===== config.mk =====
export PLATFORM = sky130hd
export DESIGN_NAME = trace_monitor
export DESIGN_NICKNAME = d
export VERILOG_FILES = /design/src/rtl/trace_monitor_pkg.sv /design/src/rtl/trace_ring_buf.sv /design/src/rtl/trace_monitor.sv
export SDC_FILE = /design/constraint.sdc
export NUM_CORES = 1
export LEC_CHECK = 0
export CAP_MARGIN = 25
export CORE_UTILIZATION = 40
export DETAILED_ROUTE_END_ITERATION = 7
export PLACE_DENSITY_LB_ADDON = 0.25
export SLEW_MARGIN = 20
export SYNTH_ARGS = -nofsm -noshare
export SYNTH_HDL_FRONTEND = slang
export SYNTH_SLANG_ARGS = --single-unit

===== constraint.sdc =====
create_clock -name clk -period 5.75 [get_ports clk]
set_clock_uncertainty 0.15 [all_clocks]
set_input_delay 1.725 -clock clk [delete_from_list [all_inputs] [get_ports clk]]
set_output_delay 1.725 -clock clk [all_outputs]
set_load 0.1 [all_outputs]

===== src/rtl/trace_monitor_pkg.sv =====
// Shared definitions for the trace monitor slice.
// Contents: the controller state encoding, the dump_kind constants and the
// dump-beat width helper.
package trace_monitor_pkg;

  typedef enum logic [2:0] {
    ST_IDLE    = 3'd0,
    ST_RUN     = 3'd1,
    ST_DUMP_RF = 3'd2,
    ST_DUMP_TR = 3'd3,
    ST_DONE    = 3'd4
  } state_t;

  localparam logic DUMP_KIND_REG   = 1'b0;
  localparam logic DUMP_KIND_TRACE = 1'b1;

  // A dump beat carries {pc, instr}; register beats are zero-extended to the same width.
  function automatic int unsigned dump_beat_w(input int unsigned addr_w,
                                              input int unsigned instr_w);
    return addr_w + instr_w;
  endfunction

endpackage


===== src/rtl/trace_ring_buf.sv =====
// Circular trace buffer. When it is full, a push overwrites the oldest entry.
// Ports:
//   clk, rst      clock and synchronous active-low reset
//   clr           synchronous clear (empties the buffer)
//   push, wdata   write one entry
//   pop           drop the oldest entry (ignored when empty)
//   rdata         oldest entry (combinational read)
//   empty         buffer holds no entries
//   overwrite     current push discards the oldest entry
module trace_ring_buf #(
  parameter int unsigned WIDTH = 64,
  parameter int unsigned DEPTH = 16
) (
  input  logic             clk,
  input  logic             rst,
  input  logic             clr,
  input  logic             push,
  input  logic [WIDTH-1:0] wdata,
  input  logic             pop,
  output logic [WIDTH-1:0] rdata,
  output logic             empty,
  output logic             overwrite
);

  localparam int unsigned PTR_W = $clog2(DEPTH);

  logic [WIDTH-1:0] mem [DEPTH];
  logic [PTR_W-1:0] wr_ptr;
  logic [PTR_W-1:0] rd_ptr;
  logic [PTR_W:0]   cnt;
  logic             full;
  logic             do_pop;

  assign full      = (cnt == (PTR_W+1)'(DEPTH));
  assign empty     = (cnt == '0);
  assign do_pop    = pop && !empty;
  assign overwrite = push && full && !do_pop;
  assign rdata     = mem[rd_ptr];

  always_ff @(posedge clk) begin
    if (!rst || clr) begin
      wr_ptr <= '0;
      rd_ptr <= '0;
      cnt    <= '0;
    end else begin
      if (push) wr_ptr <= wr_ptr + 1'b1;
      // An overwrite retires the oldest entry exactly like a pop.
      if (do_pop || overwrite) rd_ptr <= rd_ptr + 1'b1;
      if (push && !full && !do_pop) cnt <= cnt + 1'b1;
      else if (do_pop && !push)     cnt <= cnt - 1'b1;
    end
  end

  always_ff @(posedge clk) begin
    if (push) mem[wr_ptr] <= wdata;
  end

endmodule


===== src/rtl/trace_monitor.sv =====
// Run-control and trace monitor for a CPU under test.
// Lets the CPU run for up to MAX_CYCLES cycles or until a PC breakpoint
// commits. The CPU is then frozen and the monitor streams out the register
// file, followed by the retired-instruction trace (oldest first).
// Build option: TRACE_MONITOR_TRACE_BUF_EN includes the trace buffer and the
// trace dump. Without it the dump holds registers only, and trace_ovf is 0.
// Ports:
//   clk, rst                           clock and synchronous active-low reset
//   start                              begin a run (only in IDLE or DONE)
//   bp_en, bp_addr                     PC breakpoint
//   commit_valid/pc/instr              retired instruction
//   cpu_stall                          freezes the CPU in every state but RUN
//   rf_raddr, rf_rdata                 combinational register-file read port
//   dump_valid/ready/kind/idx/data     registered valid/ready dump stream
//   cycle_count, trace_ovf, done       run status
module trace_monitor
  import trace_monitor_pkg::*;
#(
  parameter int unsigned ADDR_W     = 32,
  parameter int unsigned INSTR_W    = 32,
  parameter int unsigned DEPTH      = 16,
  parameter int unsigned MAX_CYCLES = 40,
  parameter int unsigned NUM_REGS   = 32
) (
  input  logic                                       clk,
  input  logic                                       rst,
  input  logic                                       start,
  input  logic                                       bp_en,
  input  logic [ADDR_W-1:0]                          bp_addr,
  input  logic                                       commit_valid,
  input  logic [ADDR_W-1:0]                          commit_pc,
  input  logic [INSTR_W-1:0]                         commit_instr,
  output logic                                       cpu_stall,
  output logic [4:0]                                 rf_raddr,
  input  logic [31:0]                                rf_rdata,
  output logic                                       dump_valid,
  input  logic                                       dump_ready,
  output logic                                       dump_kind,
  output logic [7:0]                                 dump_idx,
  output logic [dump_beat_w(ADDR_W, INSTR_W)-1:0]    dump_data,
  output logic [15:0]                                cycle_count,
  output logic                                       trace_ovf,
  output logic                                       done
);

  localparam int unsigned BEAT_W  = dump_beat_w(ADDR_W, INSTR_W);
  localparam logic [15:0] MAX_CNT = 16'(MAX_CYCLES);
  localparam logic [7:0]  RF_END  = 8'(NUM_REGS);

  state_t             state;
  state_t             state_nxt;
  logic [7:0]         idx;          // next item to fetch in the current dump phase
  logic [15:0]        cnt_inc;
  logic               bp_hit;
  logic               can_load;
  logic               rf_more;
  logic               rf_load;
  logic               tr_load;
  logic               buf_push;
  logic               buf_pop;
  logic               run_clear;
  logic [BEAT_W-1:0]  buf_rdata;
  logic               buf_empty;

  assign cnt_inc  = (cycle_count == 16'hFFFF) ? cycle_count : cycle_count + 16'd1;
  assign bp_hit   = commit_valid && bp_en && (commit_pc == bp_addr);
  // The output register may take a new beat once it is empty or is being accepted.
  assign can_load = !dump_valid || dump_ready;
  assign rf_more  = (idx != RF_END);
  assign rf_raddr = idx[4:0];

  always_ff @(posedge clk) begin
    if (!rst) state <= ST_IDLE;
    else      state <= state_nxt;
  end

  // Dump phases exit only when the last beat has drained from the output register.
  always_comb begin
    state_nxt = state;
    unique case (state)
      ST_IDLE:    if (start) state_nxt = ST_RUN;
      ST_RUN:     if (cnt_inc == MAX_CNT || bp_hit) state_nxt = ST_DUMP_RF;
      ST_DUMP_RF: if (can_load && !rf_more) state_nxt = buf_empty ? ST_DONE : ST_DUMP_TR;
      ST_DUMP_TR: if (can_load && buf_empty) state_nxt = ST_DONE;
      ST_DONE:    if (start) state_nxt = ST_RUN;
      default:    state_nxt = ST_IDLE;
    endcase
  end

  always_comb begin
    cpu_stall = (state != ST_RUN);
    done      = (state == ST_DONE);
    run_clear = start && (state == ST_IDLE || state == ST_DONE);
    buf_push  = (state == ST_RUN) && commit_valid;
    rf_load   = (state == ST_DUMP_RF) && can_load && rf_more;
    tr_load   = (state == ST_DUMP_TR) && can_load && !buf_empty;
    buf_pop   = tr_load;
  end

  always_ff @(posedge clk) begin
    if (!rst) begin
      cycle_count <= '0;
      idx         <= '0;
      dump_valid  <= 1'b0;
      dump_kind   <= DUMP_KIND_REG;
      dump_idx    <= '0;
      dump_data   <= '0;
    end else begin
      if (run_clear)             cycle_count <= '0;
      else if (state == ST_RUN)  cycle_count <= cnt_inc;

      // Every phase change restarts numbering; loads never coincide with a phase change.
      if (state_nxt != state)    idx <= '0;
      else if (rf_load || tr_load) idx <= idx + 8'd1;

      if (rf_load || tr_load) begin
        dump_valid <= 1'b1;
        dump_idx   <= idx;
        dump_kind  <= tr_load ? DUMP_KIND_TRACE : DUMP_KIND_REG;
        if (tr_load)         dump_data <= buf_rdata;
        else if (idx == '0)  dump_data <= '0;
        else                 dump_data <= BEAT_W'(rf_rdata);
      end else if (dump_ready) begin
        dump_valid <= 1'b0;
      end
    end
  end

`ifdef TRACE_MONITOR_TRACE_BUF_EN
  logic buf_overwrite;
  logic ovf_q;

  trace_ring_buf #(
    .WIDTH (BEAT_W),
    .DEPTH (DEPTH)
  ) u_buf (
    .clk       (clk),
    .rst       (rst),
    .clr       (run_clear),
    .push      (buf_push),
    .wdata     ({commit_pc, commit_instr}),
    .pop       (buf_pop),
    .rdata     (buf_rdata),
    .empty     (buf_empty),
    .overwrite (buf_overwrite)
  );

  always_ff @(posedge clk) begin
    if (!rst || run_clear) ovf_q <= 1'b0;
    else if (buf_overwrite) ovf_q <= 1'b1;
  end

  assign trace_ovf = ovf_q;
`else
  // No storage: a permanently empty buffer routes DUMP_RF straight to DONE.
  logic unused_nobuf;
  assign buf_rdata    = '0;
  assign buf_empty    = 1'b1;
  assign trace_ovf    = 1'b0;
  assign unused_nobuf = ^{buf_push, buf_pop, commit_instr, 32'(DEPTH)};
`endif

endmodule


==> qor.txt, run 1 <==
Crit-path cells -> nor2_1 -> and2_1 -> clkdlybuf4s50_1
DR iter-0 viols -> 95
Sw Share -> 29.65%
Non-filler cells, final -> 718
Endpoints failing hold -> 0
Aggregate global routing overflow -> 0
Largest net degree at the start of global routing -> 43
Max Root-Sink Buffers -> 2
Syn. warnings -> 0
Starting density of the core -> 41.94%
Worst-path maximum fanout -> 4
I/O Pins -> 232
IO buf count -> 165
Initial antenna violation count -> 0
Site Rows -> 34
# nets final -> 744
Post-Synthesis Cells -> 458
Critical Path AT -> 2370 ps
Critical path class -> reg2out
Worst Path Buf+Inv -> 1
Placed insts -> 704
Sequential Power Share -> 43.3%
Sequential fraction of the synthesis area -> 36.51%
Final core utilization -> 61.46%
Total GRT Usage -> 20.00%
Post-synthesis average cell area -> 8.141 um2
Hold_buf cts -> 0
RSZ-0062 raised after global routing -> no
CP Launch Type -> register
CP delay by family, top -> buffers and inverters
Syn Std Cell Area -> 3729 um2
Pwr per Cell Area -> 200.4 nW/um2
Max Cap Viol -> 0
DRC viols -> 14
Placer Congestion -> 0.9224
Core Area -> 8891 um2
Net Sw Power -> 0.3248 mW
Clk_lat worst skew -> 350 ps
Crit-path max cell delay -> 1160 ps
Die footprint -> 9711 um2
Total wire length -> 9654 um
# diodes -> 0
Post-CTS Resized -> 0
Vias per Instance -> 5.029
Clk sinks -> 68
Root Driver -> clkbuf_8
Comb pwr share -> 20.6%
First-pass GRT wire length -> 15610 um
Fillers -> 798
Max-slew violation count -> 0
Layout cells sized above 1 -> 4.262%
Min cycle time layout -> 4250 ps
Detail Route Antenna Nets -> 0
Total negative slack -> 0 ps
Register area -> 1361 um2
Clk pwr share -> 36.1%
Max rail drop VDD -> 0.1224 mV
Worst min-delay path category -> reg2reg
Pint -> 0.7705 mW
Area used by multi-input combinational logic -> 2058 um2
Die H -> 98.55 um
Postcts setup bufs -> 0
Vias in the first global route -> 3453
Synthesis-stage register bit count -> 68
Syn-to-layout area delta -> 46.54%
Final Setup Violations -> 0
Distinct cells, synth -> 45
Worst-path clk slew -> 80 ps
Relative slew margins -> 33.11%
TritonRoute pass-1 iters -> 7
Detailed placement HPWL -> 7080 um
CTS tree -> done
WL/cell -> 13.45 um
Fin crit share -> 73.90%
Vias -> 3611
Violated checks -> DRC
Num CTS Buffers -> 9
CP Data Required Time -> 3880 ps
Die W -> 98.55 um
Slew @ Worst Pin -> 1000 ps
Max frequency -> 0.2353 GHz
Setup crit end kind -> primary output
Leakage power -> 1.914 nW
H-tree Lvls -> 3
Status -> finished with violations
CP max stage cell -> clkdlybuf4s50_1
final timing paths:
kind,cells past startpoint,endpoint,startpoint,slack [ps]
max,3,done,state[0],1500
min,2,dump_data[0],dump_data[0],300
max reg2reg,8,idx[3],cycle_count[0],2870
min reg2reg,2,dump_data[0],dump_data[0],300
synthesized netlist by cell type, drive strengths merged:
| cell type | count | area share (%) |
|---|---|---|
| conb | 1 | 0.10 |
| xor2 | 43 | 10 |
| dfxtp | 68 | 37 |
| nor4 | 7 | 1.2 |
| nor2b | 4 | 0.67 |
| a311o | 1 | 0.27 |
| a22oi | 2 | 0.40 |
| nor2 | 25 | 2.5 |
| a31oi | 3 | 0.50 |
| a311oi | 2 | 0.47 |
| mux2i | 2 | 0.54 |
| nor3 | 16 | 2.1 |
| and3 | 5 | 0.97 |
| and4 | 6 | 1.4 |
| clkbuf | 20 | 2.0 |
| a221oi | 1 | 0.70 |
| a21oi | 36 | 4.8 |
| a41oi | 3 | 0.70 |
| nand3 | 41 | 5.5 |
| buf | 44 | 8.7 |
| a32oi | 1 | 0.23 |
| a21boi | 12 | 2.4 |
| nand2 | 58 | 5.8 |
| xnor2 | 7 | 1.6 |
| o211ai | 2 | 0.40 |
| o31ai | 1 | 0.20 |
| and2 | 5 | 0.84 |
| ha | 3 | 1.0 |
| or4b | 2 | 0.54 |
| a2111oi | 1 | 0.74 |
| nand2b | 3 | 0.50 |
| o21a | 1 | 0.20 |
| o21ai | 3 | 0.40 |
| a211o | 2 | 0.47 |
| nand4 | 13 | 2.3 |
| a211oi | 2 | 0.54 |
| or4 | 1 | 0.20 |
| inv | 10 | 1.0 |
| or3 | 1 | 0.17 |
worst min-delay path, delay by kind of cell, from the launching register on:
kind / cells / cell delay [ps]
and+or+nand+nor: 1 / 50
DFF: 1 / 310
AOI/OAI and AO/OA: 1 / 50
logic make-up (layout without fill, tap and decap cells):
kind of cell | after synthesis | count (layout) | share of synthesized area, %
mux | 2 | 2 | 0.5369
simple gates | 187 | 187 | 24.87
compound gates | 73 | 73 | 13.49
buf+inv | 74 | 193 | 11.74
xor+xnor | 50 | 50 | 11.74
fa+ha+maj | 3 | 3 | 1.007
other cells | 1 | 34 | 0.1006
flops | 68 | 68 | 36.51
cells in the final DEF (no fill, tap or decap), types with 11 or more instances in the layout:
| cell | instances |
|---|---|
| nand2_1 | 58 |
| xor2_1 | 43 |
| nor2_1 | 25 |
| clkbuf_8 | 11 |
| nor3_1 | 15 |
| a21boi_0 | 12 |
| nand4_1 | 12 |
| dfxtp_1 | 68 |
| a21oi_1 | 36 |
| nand3_1 | 41 |
| conb_1 | 34 |
| clkdlybuf4s50_1 | 165 |
registers in the layout, indices dropped and copies added, names as in the netlist:
signal       cells
dump_idx         8
dump_data       32
cycle_count     16
state            3
idx              8
dump_valid       1
final cells by class:
class | instances | area share (%)
multi-input combinational | 349 | 37.67
timing repair buffer | 169 | 30.78
tap | 108 | 2.473
inverter | 10 | 0.6870
clock inverter | 2 | 0.6412
clock buffer | 12 | 2.839
sequential | 68 | 24.91
metrics by stage:
stage          setup slack [ps]  hold WS, ps  instance area, um2  total power [mW]
2_1_floorplan              2420        307.0                3852            0.6446
3_3_place_gp               1547        287.0                5274            0.7088
3_5_place_dp               1565        295.9                5274            0.7103
4_1_cts                    1488        305.9                5464             1.108
5_1_grt                    1396        320.8                5464             1.139
6_report                   1501        299.6                5464             1.095
layer usage:
layer,vias to the layer above,wire (um),global-route usage [%],share of wire [%]
met3,15,745,5.177,7.7
met4,0,139,8.381,1.4
met2,158,4726,35.27,49
met1,1639,4042,22.95,42
li1,1799,-,-,-
met5,-,0,0,0
power by group through the flow:
stage	Sequential (mW)	Combinational, mW	Clock, mW
CTS	0.474	0.226	0.408
detailed placement	0.485	0.226	0
finish	0.474	0.226	0.396
floorplan	0.489	0.156	0
global placement	0.485	0.224	0
global route	0.474	0.237	0.428
No activity file was read; power rests on OpenSTA's default activity.
==> run 2, diff against run 1 <==
- CORE_UTILIZATION: 40 -> 37
- clock period: 5.75 -> 4.4 ns (I/O delays scaled with it)
==> run 2 against run 1 <==
Against the previous run:
- the run now ends clean
- combinational power increased by 31%
- setup slack got worse by 620 ps
- final cell count increased by 3.9%
- die area increased by 7.9%
- largest power group unchanged
- clock-buffer cell count decreased by 3
- clock power increased by 45%
==> qor.txt, run 2 (synthesis results as in run 1) <==
Detailed placement HPWL -> 7321 um
# diodes -> 0
DR iter-0 viols -> 121
Clk sinks -> 68
Max frequency -> 0.2843 GHz
Fillers -> 919
IO buf count -> 165
WL/cell -> 13.02 um
Largest net degree at the start of global routing -> 40
Max rail drop VDD -> 0.1616 mV
Largest Register -> dump_data
Worst Setup Slack, final -> 882.5 ps
CTS tree -> done
Most common cell after layout, fill and taps aside -> clkdlybuf4s50_1
CP Data Required Time -> 2930 ps
Crit-path max cell delay -> 1200 ps
Slew @ Worst Pin -> 1013 ps
Worst Path Buf+Inv -> 1
Leakage power -> 1.937 nW
Die H -> 102.4 um
Critical path class -> reg2out
Root Driver -> clkbuf_8
Vias -> 3581
Total negative slack -> 0 ps
DRC viols -> 0
Vias per Instance -> 4.800
Initial antenna violation count -> 0
Worst min-delay path category -> reg2reg
CP Launch Type -> register
Critical Path AT -> 2050 ps
Status -> finished clean
Setup crit end kind -> primary output
TritonRoute pass-1 iters -> 4
H-tree Lvls -> 3
Max FFs per register -> 32
Max Cap Viol -> 0
Total GRT Usage -> 18.41%
Worst-path maximum fanout -> 7
Most frequent cells in the layout -> 159 x clkdlybuf4s50_1, 68 x dfxtp_1, 58 x nand2_1
Total wire length -> 9710 um
Pwr per Cell Area -> 269.4 nW/um2
Final Setup Violations -> 0
Hold_buf cts -> 0
Placer Congestion -> 0.8487
Post-CTS Resized -> 0
Postcts setup bufs -> 0
Die W -> 102.4 um
First-pass GRT wire length -> 15100 um
Site Rows -> 36
RSZ-0062 raised after global routing -> no
Core Area -> 9774 um2
Fin crit share -> 79.94%
# nets final -> 745
Pre-CTS setup slack -> 691.7 ps
CP max stage cell -> clkdlybuf4s50_1
Regs by FF count -> dump_data: 32 flops, cycle_count: 16 flops
Syn-to-layout area delta -> 48.12%
Max Root-Sink Buffers -> 2
Clk_lat worst skew -> 350 ps
Starting density of the core -> 38.15%
Aggregate global routing overflow -> 0
CP delay by family, top -> buffers and inverters
Relative slew margins -> 32.22%
I/O Pins -> 232
Die footprint -> 10480 um2
Max-slew violation count -> 0
Detail Route Antenna Nets -> 0
Vias in the first global route -> 3293
Crit-path cells -> clkdlybuf4s50_1
Worst-path clk slew -> 80 ps
Endpoints failing hold -> 0
Layout cells sized above 1 -> 5.710%
Num CTS Buffers -> 9
Min cycle time layout -> 3518 ps
run 2: cell types whose count changed in the layout (fill, tap and decap cells not counted), sizes merged:
cell	previous run	this run
clkdlybuf4s50	165	159
clkinvlp	0	2
buf	4	11
clkbuf	12	9
clkinv	1	3
bufinv	1	2
run 2: path summary, 6_finish.rpt:
kind,from,endpoint,slack (ps),cells after the start
worst min register to register,dump_data[1],dump_data[1],300,2
worst max-delay path,cycle_count[13],cycle_count[13],880,1
worst max register to register,cycle_count[0],idx[0],1560,8
worst min-delay path,dump_data[1],dump_data[1],300,2
run 2: metrics by stage:
step                      power, mW  utilization [%]  cells  hold WS [ps]  instance area, um2
final                         1.488            56.50    746         300.9                5523
after CTS                     1.507            56.50    746         303.6                5523
after global placement       0.9280            54.20    730         287.6                5298
after detailed placement     0.9299            54.20    730         292.5                5298
after global routing          1.548            56.50    746         319.1                5523
after floorplan              0.8424                -    491         307.0                3852
run 2: layer usage:
metal / routed length [um] / vias up / global-route usage (%)
met2: 4681 / 157 / 31.29
met5: 0 / - / 0
met3: 846 / 11 / 5.814
met4: 115 / 0 / 5.934
li1: - / 1807 / -
met1: 4067 / 1606 / 22.02
run 2: power by group:
group          leakage [nW]  switching, mW  internal (mW)
Combinational          1.28          0.191          0.104
Sequential            0.548        0.00257          0.617
Clock                 0.106          0.251          0.321
run 2: final cells by class:
class / count / area, um2 / area share (%)
clock buffer: 9 / 123.9 / 2.243
clock inverter: 7 / 101.3 / 1.835
inverter: 10 / 37.54 / 0.6797
multi-input combinational: 349 / 2058 / 37.27
sequential: 68 / 1361 / 24.65
tap: 133 / 166.4 / 3.013
timing repair buffer: 170 / 1674 / 30.31
==> run 3, diff against run 2 <==
- CORE_UTILIZATION: 37 -> 34
- clock period: 4.4 -> 3 ns (I/O delays scaled with it)
==> run 3 against run 2 <==
Against the previous run:
- cell area fell by 0.86%
- critical endpoint is now idx[0]
- global-route usage down 0.85 points
- clock power increased by 24%
- critical path type is now in2reg
- combinational power up 50%
- final cell count increased by 1.9%
- largest cell class unchanged
- die area is 8.6% higher
- flip-flop and latch count is the same
- hold slack improved by 4.0 ps
- non-clock buffer count increased by 11
- register-to-register slack got worse by 1300 ps
- sequential power increased by 47%
==> qor.txt, run 3 (synthesis results as in run 1) <==
Total negative slack -> 0 ps
First-pass GRT wire length -> 16090 um
Pre-CTS setup slack -> -225.7 ps
Postcts setup bufs -> 0
Syn-to-layout area delta -> 46.85%
CP Data Required Time -> 3070 ps
WL/cell -> 13.34 um
I/O Pins -> 232
CP Launch Type -> primary input
Design Area, Final -> 5475 um2
# diodes -> 0
Starting density of the core -> 35.64%
IO buf count -> 165
Fillers -> 995
Post-Place Cell Area -> 5285 um2
H-tree Lvls -> 3
TritonRoute pass-1 iters -> 4
GR Layer Usage met3 -> 4.073%
RSZ-0062 raised after global routing -> no
Placer Congestion -> 0.8409
Core Area -> 10460 um2
Min cycle time layout -> 2760 ps
Worst-path clk slew -> 80 ps
DRC viols -> 0
Max rail drop VDD -> 0.2319 mV
Critical Path AT -> 2830 ps
Worst hold slack -> 305.0 ps
Most common cell after layout, fill and taps aside -> clkdlybuf4s50_1
Site Rows -> 37
GRT busiest layer -> met2
Die W -> 106.7 um
Post-CTS Resized -> 0
Leakage power -> 2.106 nW
Worst min-delay path category -> reg2reg
Critical path class -> in2reg
Vias per Instance -> 4.787
Status -> finished clean
Num CTS Buffers -> 9
Hold_buf cts -> 0
Largest net degree at the start of global routing -> 34
DR iter-0 viols -> 148
Initial antenna violation count -> 0
CTS tree -> done
Worst Setup Slack, final -> 240.3 ps
Max-slew violation count -> 0
# nets final -> 756
Worst-path maximum fanout -> 8
Max Cap Viol -> 0
Hold Path Depth -> 2
Pwr per Cell Area -> 376.9 nW/um2
Total wire length -> 10140 um
Global-route met1 utilization -> 21.82%
Total chip power -> 2.064 mW
Fin crit share -> 91.99%
Final Setup Violations -> 0
Aggregate global routing overflow -> 0
Clk sinks -> 68
Max frequency -> 0.3624 GHz
Layout cells sized above 1 -> 17.95%
Endpoints failing hold -> 0
Detail Route Antenna Nets -> 0
Grt met2 use -> 30.00%
Reg2reg path depth -> 9
Die H -> 106.7 um
Vias -> 3638
Detailed placement HPWL -> 7597 um
Total GRT Usage -> 17.56%
Regs by FF count -> dump_data: 32 flops, cycle_count: 16 flops
Largest Register -> dump_data
Clk_lat worst skew -> 340 ps
Root Driver -> clkbuf_8
Setup crit end kind -> register
Vias in the first global route -> 3359
Die footprint -> 11390 um2
Max FFs per register -> 32
Max Root-Sink Buffers -> 2
Most frequent cells in the layout -> 101 x clkdlybuf4s50_1, 77 x buf_4, 61 x dfxtp_1
-- run 3: changes by cell type in the layout (fill, tap and decap cells not counted) --
cell / delta
clkdlybuf4s50_1: -58
clkbuf_8: +1
dfxtp_2: +7
buf_12: +3
clkinv_4: -3
nor3_1: -1
buf_4: +66
bufinv_16: -2
dfxtp_1: -7
nor3_2: +1
inv_6: +2
clkinvlp_4: +2
-- run 3: path summary, 6_finish.rpt --
kind | from | to | slack, ps
min | dump_data[3] | dump_data[3] | 300
max reg2reg | cycle_count[0] | idx[0] | 250
max | bp_addr[31] | idx[0] | 240
min reg2reg | dump_data[3] | dump_data[3] | 300
-- run 3: worst max-delay path, cell delays in order --
cell	delay [ps]
clkdlybuf4s50_1	410
xor2_1	160
nor4_1	360
nand3_1	170
nor3_2	230
nor2_1	110
a221oi_4	230
buf_4	200
nor3_1	60
-- run 3: cell type report --
class | instances | area (um2) | area share (%)
multi-input cells | 349 | 2063 | 37.68
repair buffers | 181 | 1649 | 30.12
flip-flops and latches | 68 | 1370 | 25.02
well taps | 136 | 170.2 | 3.108
clock buffers | 10 | 137.6 | 2.514
clock inverters | 6 | 47.55 | 0.8684
inverters | 10 | 37.54 | 0.6856
-- run 3: routing by layer --
metal  vias to the layer above  part of all wire [%]  routed length (um)
li1                       1834                     -                   -
met1                      1640                    45                4528
met2                       156                    48                4845
met3                         8                   6.6                 666
met4                         0                   1.0                 101
met5                         -                     0                   0
-- run 3: report_power, final --
group / switching (mW) / internal (mW)
Sequential: 0.00402 / 0.904
Clock: 0.384 / 0.328
Combinational: 0.283 / 0.160
-- run 3: stage by stage --
stage / instances / utilization (%)
after global routing: 760 / 52.33
after detailed placement: 744 / 50.51
final: 760 / 52.33
after floorplan: 491 / -
after global placement: 744 / 50.51
after CTS: 760 / 52.28
